--- src/rtl/sort4_ctrl.sv ---
// Sequential four-operand signed sort. One shared comparator walks a fixed
// six-step bubble network, doing one compare-and-swap per clock.

module addsub #(
    parameter int W = 8
) (
    input  logic [W-1:0] a,
    input  logic [W-1:0] b,
    input  logic         sub,
    output logic [W-1:0] sum,
    output logic         ovf
);
    logic [W-1:0] b_eff;

    assign b_eff = sub ? ~b : b;
    assign sum   = a + b_eff + {{(W-1){1'b0}}, sub};
    // Two's complement overflow: same-sign inputs that produce a flipped sign.
    assign ovf   = (a[W-1] == b_eff[W-1]) && (sum[W-1] != a[W-1]);
endmodule

module comparator #(
    parameter int W = 8
) (
    input  logic [W-1:0] a,
    input  logic [W-1:0] b,
    output logic         gt,
    output logic         lt
);
    logic [W-1:0] diff;
    logic         ovf;
    logic         eq;

    addsub #(.W(W)) u_sub (
        .a   (a),
        .b   (b),
        .sub (1'b1),
        .sum (diff),
        .ovf (ovf)
    );

    // N xor V keeps the ordering correct even when a-b overflows.
    assign lt = diff[W-1] ^ ovf;
    assign eq = (diff == '0);
    assign gt = !lt && !eq;
endmodule

module sort4_ctrl #(
    parameter bit DESCEND = 1'b0
) (
    input  logic       clk,
    input  logic       rst_n,
    input  logic       start,
    input  logic [7:0] a0,
    input  logic [7:0] a1,
    input  logic [7:0] a2,
    input  logic [7:0] a3,
    output logic       busy,
    output logic       done,
    output logic [7:0] s0,
    output logic [7:0] s1,
    output logic [7:0] s2,
    output logic [7:0] s3,
    output logic [2:0] swap_count
);
    typedef enum logic [1:0] {IDLE, CMP, DONE} state_t;

    state_t          state, state_nxt;
    logic [2:0]      step;
    logic [3:0][7:0] r, r_nxt;
    logic [2:0]      cnt, cnt_nxt;
    logic [1:0]      lo, hi;
    logic            cmp_gt, cmp_lt, swap;

    // Pair schedule: (0,1) (1,2) (2,3) (0,1) (1,2) (0,1)
    always_comb begin
        lo = 2'd0;
        case (step)
            3'd1, 3'd4: lo = 2'd1;
            3'd2:       lo = 2'd2;
            default:    lo = 2'd0;
        endcase
    end
    assign hi = lo + 2'd1;

    comparator #(.W(8)) u_cmp (
        .a  (r[lo]),
        .b  (r[hi]),
        .gt (cmp_gt),
        .lt (cmp_lt)
    );

    assign swap = (state == CMP) && (DESCEND ? cmp_lt : cmp_gt);

    always_comb begin
        r_nxt   = r;
        cnt_nxt = cnt + {2'b00, swap};
        if (swap) begin
            r_nxt[lo] = r[hi];
            r_nxt[hi] = r[lo];
        end
    end

    always_comb begin
        state_nxt = state;
        case (state)
            IDLE:    if (start) state_nxt = CMP;
            CMP:     if (step == 3'd5) state_nxt = DONE;
            DONE:    state_nxt = IDLE;
            default: state_nxt = IDLE;
        endcase
    end

    always_ff @(posedge clk) begin
        if (!rst_n) begin
            state      <= IDLE;
            step       <= 3'd0;
            r          <= '0;
            cnt        <= 3'd0;
            s0         <= 8'd0;
            s1         <= 8'd0;
            s2         <= 8'd0;
            s3         <= 8'd0;
            swap_count <= 3'd0;
        end else begin
            state <= state_nxt;
            case (state)
                IDLE: begin
                    if (start) begin
                        r    <= {a3, a2, a1, a0};
                        step <= 3'd0;
                        cnt  <= 3'd0;
                    end
                end
                CMP: begin
                    r    <= r_nxt;
                    cnt  <= cnt_nxt;
                    step <= step + 3'd1;
                    // Publish post-swap values of the last step only, so the
                    // outputs never expose a partially sorted set.
                    if (step == 3'd5) begin
                        s0         <= r_nxt[0];
                        s1         <= r_nxt[1];
                        s2         <= r_nxt[2];
                        s3         <= r_nxt[3];
                        swap_count <= cnt_nxt;
                    end
                end
                default: ;
            endcase
        end
    end

    assign busy = (state != IDLE);
    assign done = (state == DONE);
endmodule

--- config.mk ---
export PLATFORM = sky130hd
export DESIGN_NAME = sort4_ctrl
export DESIGN_NICKNAME = d
export VERILOG_FILES = /design/src/rtl/sort4_ctrl.sv
export SDC_FILE = /design/constraint.sdc
export NUM_CORES = 1
export LEC_CHECK = 0
export ABC_CLOCK_PERIOD_IN_PS = 7520
export CORE_ASPECT_RATIO = 2
export CORE_MARGIN = 4
export CORE_UTILIZATION = 55
export CTS_CLUSTER_DIAMETER = 150
export DETAILED_ROUTE_END_ITERATION = 16
export HOLD_SLACK_MARGIN = 0.02
export PLACE_DENSITY = 0.88
export REMOVE_ABC_BUFFERS = 1
export SLEW_MARGIN = 30
export SYNTH_ARGS = -nofsm -noshare
export SYNTH_HDL_FRONTEND = slang
export SYNTH_SLANG_ARGS = --single-unit
--- constraint.sdc ---
create_clock -name clk -period 7.52 [get_ports clk]
set_input_delay 1.504 -clock clk [delete_from_list [all_inputs] [get_ports clk]]
set_output_delay 1.504 -clock clk [all_outputs]
set_load 0.01 [all_outputs]
Yosys cells after proc, flatten, opt, wreduce, memory -nomap -nowiden:

Index checks and enable logic that the tools add are counted.

* register bits: 75
* input bits: 35
* output and inout port bits: 37

* $add $sub $neg: 5
* $lt $le $gt $ge: 4
* eq/ne operators: 10
* multiplexer cells: 20
* bitwise operators: 2
* reduce and logical (&&, ||, !) cells: 15

Operators by type and width (count)
* bitwise mux 32 bit: 2
* two-way mux 32 bit: 2
* one-hot mux 32 bit (2 select lines): 1
* binary-select mux 8 bit (select 2 bit): 2
* demux 8 bit (select 2 bit): 2
* two-way mux 8 bit: 4
* one-hot mux 3 bit (2 select lines): 2
* adder 8 x 1 -> 8 bit, second input constant: 1
* adder 8 bit: 1
* zero test 8 bit: 1
* inverter 8 bit: 1
* one-hot mux 2 bit (2 select lines): 2
* == test 3 bit, second input constant: 2
* less-than comparator 2 x 3 -> 1 bit, second input constant: 2
* AND reduction 2 bit: 3
* logical AND 1 bit: 5
* >= comparator 2 x 1 -> 1 bit, second input constant: 2
* two-way mux 2 bit: 2
* nonzero test 2 bit: 2
* adder 3 x 1 -> 3 bit: 1
* adder 3 x 1 -> 3 bit, second input constant: 1
* == test 3 x 1 -> 1 bit, second input constant: 1
* == test 3 x 2 -> 1 bit, second input constant: 1
* two-way mux 3 bit: 1
* other kinds (11): 12

Longest topological paths before layout:

Gate-level depths: netlist (run 1).

* word-level depth: 17
* depth in mapped cells: 28

Cells and area by module:

A second synthesis (run 1) with hierarchy kept.

* cells, all modules: 551
* area, all modules: 4718.3 um^2

By module, submodules not included
* sort4_ctrl: times used 1, cells each 497, area an instance 4271.6 um^2
* addsub: times used 1, cells each 49, area an instance 410.4 um^2
* comparator: times used 1, cells each 5, area an instance 36.3 um^2

Worst setup path after synthesis (run 1):

OpenSTA, ideal clock, no wires.

* kind: register -> register
* from: register step[0]
* to: register swap_count[2]
* setup time: 0.086 ns
* data arrival time: 5.507 ns
* setup slack: 1.928 ns
* stages on the path, launching flop included: 26
* period minus slack after synthesis: 5.592 ns
* path through: dfxtp_1 -> inv_1 -> ha_1 -> nand2b_1 -> clkbuf_1 -> buf_1 -> ha_1 -> nor2_4 -> clkbuf_1 -> mux4_2 -> inv_1 -> ha_1 -> a21oi_1 -> inv_1 -> maj3_1 -> a31oi_4 -> xnor2_1 -> nor4b_2 -> o21a_1 -> buf_4 -> buf_2 -> nor2_1 -> ha_1 -> ha_1 -> xnor2_1 -> a211oi_1

* word-level cells in the longest chain between the ends: 16

Ends and longest elaborated chain
* start, declared: line 68 `logic [2:0] step;`
* start signal, assigned: line 137 `step <= step + 3'd1;`
* == test 3 x 1 -> 1 bit / == test 3 bit (equally long branches): line 77 `case (step)`
* OR reduction 2 bit: line 77
* one-hot mux 2 bit (2 select lines): line 77
* adder 2 x 1 -> 2 bit: line 83 `assign hi = lo + 2'd1;`
* binary-select mux 8 bit (select 2 bit): line 87 `.b (r[hi]),`
* two-way mux 8 bit (not written as such): line 87
* inverter 8 bit: line 15 `assign b_eff = sub ? ~b : b;`
* adder 8 bit: line 16 `assign sum = a + b_eff + {{(W-1){1'b0}}, sub};`
* adder 8 x 1 -> 8 bit: line 16
* != test 1 bit: line 18 `assign ovf = (a[W-1] == b_eff[W-1]) && (sum[W-1] != a[W-1]);`
* logical AND 1 bit: line 18
* bitwise XOR 1 bit: line 42 `assign lt = diff[W-1] ^ ovf;`
* zero test 1 bit: line 44 `assign gt = !lt && !eq;`
* logical AND 1 bit: line 44
* logical AND 1 bit: line 92 `assign swap = (state == CMP) && (DESCEND ? cmp_lt : cmp_gt);`
* adder 3 x 1 -> 3 bit: line 96 `cnt_nxt = cnt + {2'b00, swap};`
* end signal, assigned: line 145 `swap_count <= cnt_nxt;`
* end, declared: line 63 `output logic [2:0] swap_count`

Parallel ways exist; a longest one is shown, timed or not. The select of a mux whose other input is x is not followed.
A chain may end at the register's enable or synchronous reset.

Worst setup path in the final report (run 1):

* from: register step[0]
* to: register r[30] (netlist bit)

* word-level cells in the longest chain between the ends: 17

Ends and longest elaborated chain
* == test 3 x 1 -> 1 bit / == test 3 bit (equally long branches): line 77
* OR reduction 2 bit: line 77
* one-hot mux 2 bit (2 select lines) *: line 77
* adder 2 x 1 -> 2 bit: line 83
* binary-select mux 8 bit (select 2 bit): line 87, 98
* two-way mux 8 bit (not written as such): line 87, 98
* inverter 8 bit: line 15
* adder 8 bit: line 16
* adder 8 x 1 -> 8 bit: line 16
* != test 1 bit: line 18
* logical AND 1 bit: line 18
* bitwise XOR 1 bit: line 42
* zero test 1 bit: line 44
* logical AND 1 bit: line 44
* logical AND 1 bit: line 92
* two-way mux 32 bit *: line 97 `if (swap) begin`
* one-hot mux 32 bit (2 select lines) *: line 126 `case (state)`
* end signal, assigned: line 129 `r <= {a3, a2, a1, a0};`
* end signal, assigned: line 135 `r <= r_nxt;`
* end, declared: line 69 `logic [3:0][7:0] r, r_nxt;`

Every way passes the cells marked *; elsewhere a longest branch is shown, timed or not. The select of a mux whose other input is x is not followed.

==> results.txt, run 1 <==
Worst vdd ir -> 0.141 mV
Layout Cells excl Fill -> 751
Number of global-route vias before repair -> 5171
Largest stage delay, worst path -> 0.69 ns
Port Buffers -> 71
Routed length per instance -> 22.2 um
Commonest cells after routing, fill and taps aside -> nand2_1, dfxtp_1, clkdlybuf4s50_1
H-tree levels -> 3
Clock group share of total power -> 30.9%
Die extent in x -> 74.8 um
Reg-to-reg slack, setup -> 1.59 ns
Vias per cell -> 6.89
Worst-margin pin slew -> 0.972 ns
Hold Buf Count CTS -> 0
Worst r2r src -> step[0]
Placed Cells -> 734
Hold_sp -> s0[4]
Worst path cell trace -> ha_1, mux2_4, clkinv_2, ha_1, nor2_4, mux4_2, inv_1, ha_1, a21oi_1, inv_1, maj3_1, a31oi_4, xnor2_1, nor4b_2, o21ai_2, o21ai_0, a221oi_1
Max Cap Viol -> 0
Final nets -> 701
Final Cell Area -> 5920 um^2
Final hold viol count -> 0
Routed Antenna Nets -> 0
Initial Util -> 56.7%
Global-route wire length before repair -> 26300 um
Final worst-path cycle share -> 78.9%
Sw Ratio -> 40.0%
Longest Clk Path Bufs -> 2
P_leak -> 2.18 nW
Clock slew at reported path FFs -> 0.07 ns
Drt first pass iters -> 5
Clock Tree Root -> clkbuf_16
Fin Clk Skew -> 0.00799 ns
Die ar. -> 10600 um^2
Async set-or-reset flop fraction in the synthesized netlist -> 0%
Final TNS setup -> 0 ns
Area growth syn-to-layout -> 20.6%
Netlist cell types -> 65
Clk sinks -> 75
Worst-Skew Late Latency -> 0.34 ns
Diodes inserted -> 0
Core area -> 8650 um^2
Pin count of the biggest net entering global routing -> 54
Critical path data required time -> 7.76 ns
Max-slew violations -> 0
Setup-failing EPs final -> 0
Main synth FF type -> dfxtp_1
Crit path arrival time -> 6.17 ns
Post-cts sizing count -> 0
CP max-delay cell -> o21ai_2
Tmin final -> 5.93 ns
Worst r2r path cells -> 17
Cell row count -> 48
Crit Path Category -> reg -> reg
Number of synthesis warnings -> 0
Pint -> 0.804 mW
Sequential power share -> 32.9%
GR Util All Layers -> 32.6%
Antenna violations before repair -> 0
Initial DRC Count -> 509
Post-DP HPWL -> 12000 um
I/O pin total -> 72
Hold Path Depth -> 2
Slew headroom -> 34.5%
Hold endpoint -> s0[4]
Yosys reg bits -> 75
Overall Power -> 1.34 mW
CTS Buf Count -> 9
# fillers -> 765
Final WL -> 16700 um
Worst hold margin -> 0.452 ns
Worst-path maximum fanout -> 22
NetSw -> 0.536 mW
Most frequent CP cell -> ha_1
Reg-to-Reg End -> r[30]
Unrepaired setup endpoints after global routing -> false
GRT Residual Overflow -> 0
Status -> finished, final reports clean
Synth Cell Area -> 4910 um^2
Fmax -> 169 MHz
Logic pwr share -> 36.2%
Pwr/cell area -> 227 nW/um^2
DRC -> 0
DR vias -> 5175
Crit start category -> flip-flop
Layout cell share with drive strength beyond 1 -> 9.68%
Die Y -> 142 um
Placed cell area -> 5620 um^2
Kind of end point of the critical path -> flip-flop
Post CTS Setup Buffer Count -> 0
Sequential share of the synthesized area -> 30.6%
GPL Wtd Cong -> 1.05
Worst min path class -> reg -> reg
Number of enable flip-flop cells after synthesis -> 0
Cell count after synthesis -> 598
CTS tree -> built
Average size of a mapped cell -> 8.21 um^2
==> power groups by stage <==
| stage | logic (mW) | clock network [mW] | registers (mW) |
|---|---|---|---|
| global placement | 0.458 | 0 | 0.448 |
| global route | 0.520 | 0.434 | 0.443 |
| detailed placement | 0.470 | 0 | 0.448 |
| floorplan | 0.323 | 0 | 0.438 |
| CTS | 0.474 | 0.415 | 0.440 |
| finish | 0.485 | 0.414 | 0.442 |
==> metal layers <==
metal / global-route usage [%] / part of all wire (%) / vias up
li1: - / - / 2347
met1: 35.6 / 35 / 2485
met2: 56.2 / 53 / 276
met3: 5.60 / 6.5 / 67
met4: 20.1 / 5.8 / 0
met5: 0 / 0 / -
==> cell families (layout without fill, tap and decap cells) <==
logic type | count (synthesis) | in the layout | share of synthesized area, %
buffers and inverters | 74 | 127 | 6.43
multiplexers | 18 | 18 | 7.11
AND/OR/NAND/NOR | 181 | 181 | 16.7
flip-flops | 75 | 75 | 30.6
XOR/XNOR | 6 | 6 | 1.07
adder cells (fa/ha/maj) | 22 | 22 | 5.69
AO/OA/AOI/OAI | 222 | 222 | 32.4
==> Yosys cell counts (11+ instances only) <==
| master | count | area, um^2 |
|---|---|---|
| a22oi_1 | 12 | 90.1 |
| inv_1 | 27 | 101 |
| a221oi_1 | 15 | 131 |
| dfxtp_1 | 75 | 1500 |
| clkbuf_1 | 33 | 124 |
| nand2_1 | 75 | 282 |
| a21oi_1 | 32 | 160 |
| o21ai_0 | 39 | 195 |
| nand3_1 | 21 | 105 |
| ha_1 | 19 | 238 |
| o22ai_1 | 16 | 100 |
| o31ai_1 | 11 | 82.6 |
| a31oi_1 | 21 | 131 |
| mux4_2 | 13 | 293 |
| nor2_1 | 46 | 173 |
==> state kept, by name, summed over array words and instances, names as in the netlist <==
signal      count
r              32
s0              8
s1              8
s2              8
s3              8
cnt             3
step            3
swap_count      3
state           2
==> critical path, delay by kind of cell, from the launching register on <==
family / cells / cell delay [ns]
DFF: 1 / 0.40
and+or+nand+nor: 2 / 0.64
xor gates and xnor gates: 1 / 0.15
adders and majority gates: 4 / 1.31
AOI/OAI and AO/OA: 5 / 2.10
buffers and inverters: 3 / 0.38
muxes: 2 / 0.85
==> final cells by class <==
cell class	instances	area [um^2]	area share, %
Tap cell	100	125	2.11
Multi-Input combinational cell	449	3100	52.4
Clock buffer	9	225	3.81
Inverter	30	114	1.92
Sequential cell	75	1500	25.4
Clock inverter	7	58.8	0.994
Timing Repair Buffer	81	790	13.3
==> how the worst max path moves through the flow <==
stage | endpoint | startpoint | slack (ns) | depth (start not counted)
floorplan | swap_count[2] | step[0] | 1.64 | 20
global placement | s0[7] | step[0] | 1.63 | 18
detailed placement | r[30] | step[0] | 1.31 | 17
CTS | r[30] | step[0] | 1.30 | 17
global route | r[30] | step[0] | 1.20 | 17
finish | r[30] | step[0] | 1.59 | 17
==> through the flow <==
step | util, % | worst slack [ns]
after floorplan | - | 1.64
after global placement | 65.0 | 1.63
after detailed placement | 65.0 | 1.31
after CTS | 68.3 | 1.30
after global routing | 68.4 | 1.20
final | 68.4 | 1.59
Power figures use the tool's default switching activity.
==> inputs of run 2 (changes only) <==
ABC_CLOCK_PERIOD_IN_PS = 4800   (was 7520)
CORE_UTILIZATION = 50   (was 55)
PLACE_DENSITY = 0.84   (was 0.88)
clock period = 4.8 ns   (was 7.52 ns; I/O delays follow)
==> run 2 against run 1 <==
Against the previous run:
- clock-buffer cell count rose by 2
- combinational power rose by 98%
- maximum frequency is 29% higher
- sequential share of layout area down 1.4 points
- clock skew up 0.00076 ns
- highest routed layer unchanged
- sequential power increased by 57%
- worst hold slack better by 0.0043 ns
- design area increased by 5.9%
==> results.txt, run 2 (synthesis results as in run 1) <==
Status -> finished, final reports clean (unchanged)
Tmin final -> 4.61 ns (was 5.93 ns)
Clock slew at reported path FFs -> 0.06 ns (was 0.07 ns)
Multi-input logic area -> 3140 um^2 (was 3100 um^2)
Largest register FFs -> 32 (unchanged)
Longest Clk Path Bufs -> 2 (unchanged)
Kind of end point of the critical path -> flip-flop (unchanged)
Die Y -> 148 um (was 142 um)
Area growth syn-to-layout -> 27.6% (was 20.6%)
Fin Clk Skew -> 0.00876 ns (was 0.00799 ns)
DR vias -> 5269 (was 5175)
Commonest cells after routing, fill and taps aside -> nand2_1, dfxtp_1, clkdlybuf4s50_1 (unchanged)
Crit path arrival time -> 4.84 ns (was 6.17 ns)
Hold Buf Count CTS -> 0 (unchanged)
Pwr/cell area -> 378 nW/um^2 (was 227 nW/um^2)
Worst vdd ir -> 0.385 mV (was 0.141 mV)
Worst-margin pin slew -> 0.956 ns (was 0.972 ns)
Final WL -> 18300 um (was 16700 um)
CP max-delay cell -> fa_2 (was o21ai_2)
CTS Buf Count -> 9 (unchanged)
Largest stage delay, worst path -> 0.39 ns (was 0.69 ns)
Unrepaired setup endpoints after global routing -> false (unchanged)
Worst hold margin -> 0.456 ns (was 0.452 ns)
Post-DP HPWL -> 12900 um (was 12000 um)
Fin util -> 66.3% (was 68.4%)
Most frequent CP cell -> inv_1 (was ha_1)
Most common cell after layout, fill and taps aside -> nand2_1
Drt first pass iters -> 7 (was 5)
Final worst-path cycle share -> 96.1% (was 78.9%)
Cell row count -> 50 (was 48)
Reg area -> 1500 um^2 (about the same)
Routed length per instance -> 22.7 um (was 22.2 um)
Die extent in x -> 78.1 um (was 74.8 um)
P_leak -> 2.35 nW (was 2.18 nW)
Crit Path Category -> reg -> reg (unchanged)
Global-route wire length before repair -> 27300 um (was 26300 um)
Worst-Skew Late Latency -> 0.35 ns (was 0.34 ns)
Number of global-route vias before repair -> 5125 (was 5171)
Fmax -> 217 MHz (was 169 MHz)
Port Buffers -> 71 (unchanged)
Overall Power -> 2.37 mW (was 1.34 mW)
I/O pin total -> 72 (unchanged)
Max Cap Viol -> 0 (unchanged)
Slew headroom -> 36.0% (was 34.5%)
Pin count of the biggest net entering global routing -> 50 (was 54)
Initial Util -> 51.9% (was 56.7%)
Critical path data required time -> 5.03 ns (was 7.76 ns)
GR Util All Layers -> 30.6% (was 32.6%)
Worst min path class -> reg -> reg (unchanged)
Initial DRC Count -> 351 (was 509)
DRC -> 0 (unchanged)
H-tree levels -> 3 (unchanged)
# fillers -> 812 (was 765)
Die ar. -> 11600 um^2 (was 10600 um^2)
Core area -> 9450 um^2 (was 8650 um^2)
Diodes inserted -> 0 (unchanged)
Setup-failing EPs final -> 0 (unchanged)
GPL Wtd Cong -> 0.952 (was 1.05)
Final nets -> 728 (was 701)
Clk sinks -> 75 (unchanged)
Largest Register -> r (unchanged)
Crit start category -> flip-flop (unchanged)
GRT Residual Overflow -> 0 (unchanged)
CTS tree -> built (unchanged)
Worst-path maximum fanout -> 12 (was 22)
Worst path cell trace -> inv_1, ha_2, mux2_4, clkinv_2, ha_1, nor2_4, mux4_2, inv_1, ha_1, inv_1, fa_2, nand2b_1, o31ai_1, a31o_2, o2111ai_1, nor4b_2, o21a_2, buf_4, buf_12, nor2_1, o311a_1 (was ha_1, mux2_4, clkinv_2, ha_1, nor2_4, mux4_2, inv_1, ha_1, a21oi_1, inv_1, maj3_1, a31oi_4, xnor2_1, nor4b_2, o21ai_2, o21ai_0, a221oi_1)
Antenna violations before repair -> 0 (unchanged)
Max-slew violations -> 0 (unchanged)
Final hold viol count -> 0 (unchanged)
Layout cell share with drive strength beyond 1 -> 14.6% (was 9.68%)
Routed Antenna Nets -> 0 (unchanged)
Vias per cell -> 6.52 (was 6.89)
Clock Tree Root -> clkbuf_16 (unchanged)
run 2: stage by stage:
step / area [um^2] / setup slack (ns) / cells / setup TNS [ns]
finish: 6260 / 0.185 / 808 / 0
global route: 6260 / 0.00686 / 808 / 0
CTS: 6130 / 0.0207 / 799 / 0
detailed placement: 5810 / -0.0212 / 782 / -0.0362
global placement: 5810 / 0.127 / 782 / 0
floorplan: 4710 / -1.08 / 554 / -43.84
run 2: final cells by class:
cell class              count  area share, %
well taps                 130           2.60
inverters                  30           1.82
repair buffers            108           16.5
clock inverters             5          0.959
clock buffers              11           4.04
flip-flops and latches     75           24.0
multi-input cells         449           50.1
run 2: path summary, 6_finish.rpt:
kind	slack [ns]	cells after the start	to	from
max	0.19	21	s3[6]	step[1]
min	0.46	2	swap_count[1]	swap_count[1]
max reg2reg	0.19	21	s3[6]	step[1]
min reg2reg	0.46	2	swap_count[1]	swap_count[1]
run 2: power by group:
part           leakage, nW  internal, mW  switching, mW  total [mW]
Combinational         1.59         0.373          0.588       0.962
Clock                0.152         0.433          0.281       0.713
Sequential           0.610         0.652         0.0390       0.692
Total                 2.35          1.46          0.908        2.37
run 2: what timing repair did:
action                                 in CTS  in global routing
pin swaps                                   1                  6
cloned                                      0                  2
buffers inserted                            1                  7
resized for setup                           1                 10
setup endpoints to repair                   3                 70
endpoints found under the hold margin       0                  0
run 2: worst max-delay path, delay by kind of cell (launching register included):
kind	cells	cell delay [ns]
AO/OA/AOI/OAI	5	1.13
adder cells (fa/ha/maj)	4	0.97
AND/OR/NAND/NOR	4	0.79
buffers and inverters	6	0.71
multiplexers	2	0.54
flip-flops	1	0.34
run 2: routing by layer:
| metal | up-vias | wire (um) | global-route usage [%] |
|---|---|---|---|
| met1 | 2507 | 6580 | 33.4 |
| met2 | 294 | 9590 | 55.8 |
| met3 | 76 | 1190 | 4.36 |
| met4 | 0 | 991 | 16.6 |
| met5 | - | 0 | 0 |
| li1 | 2392 | - | - |
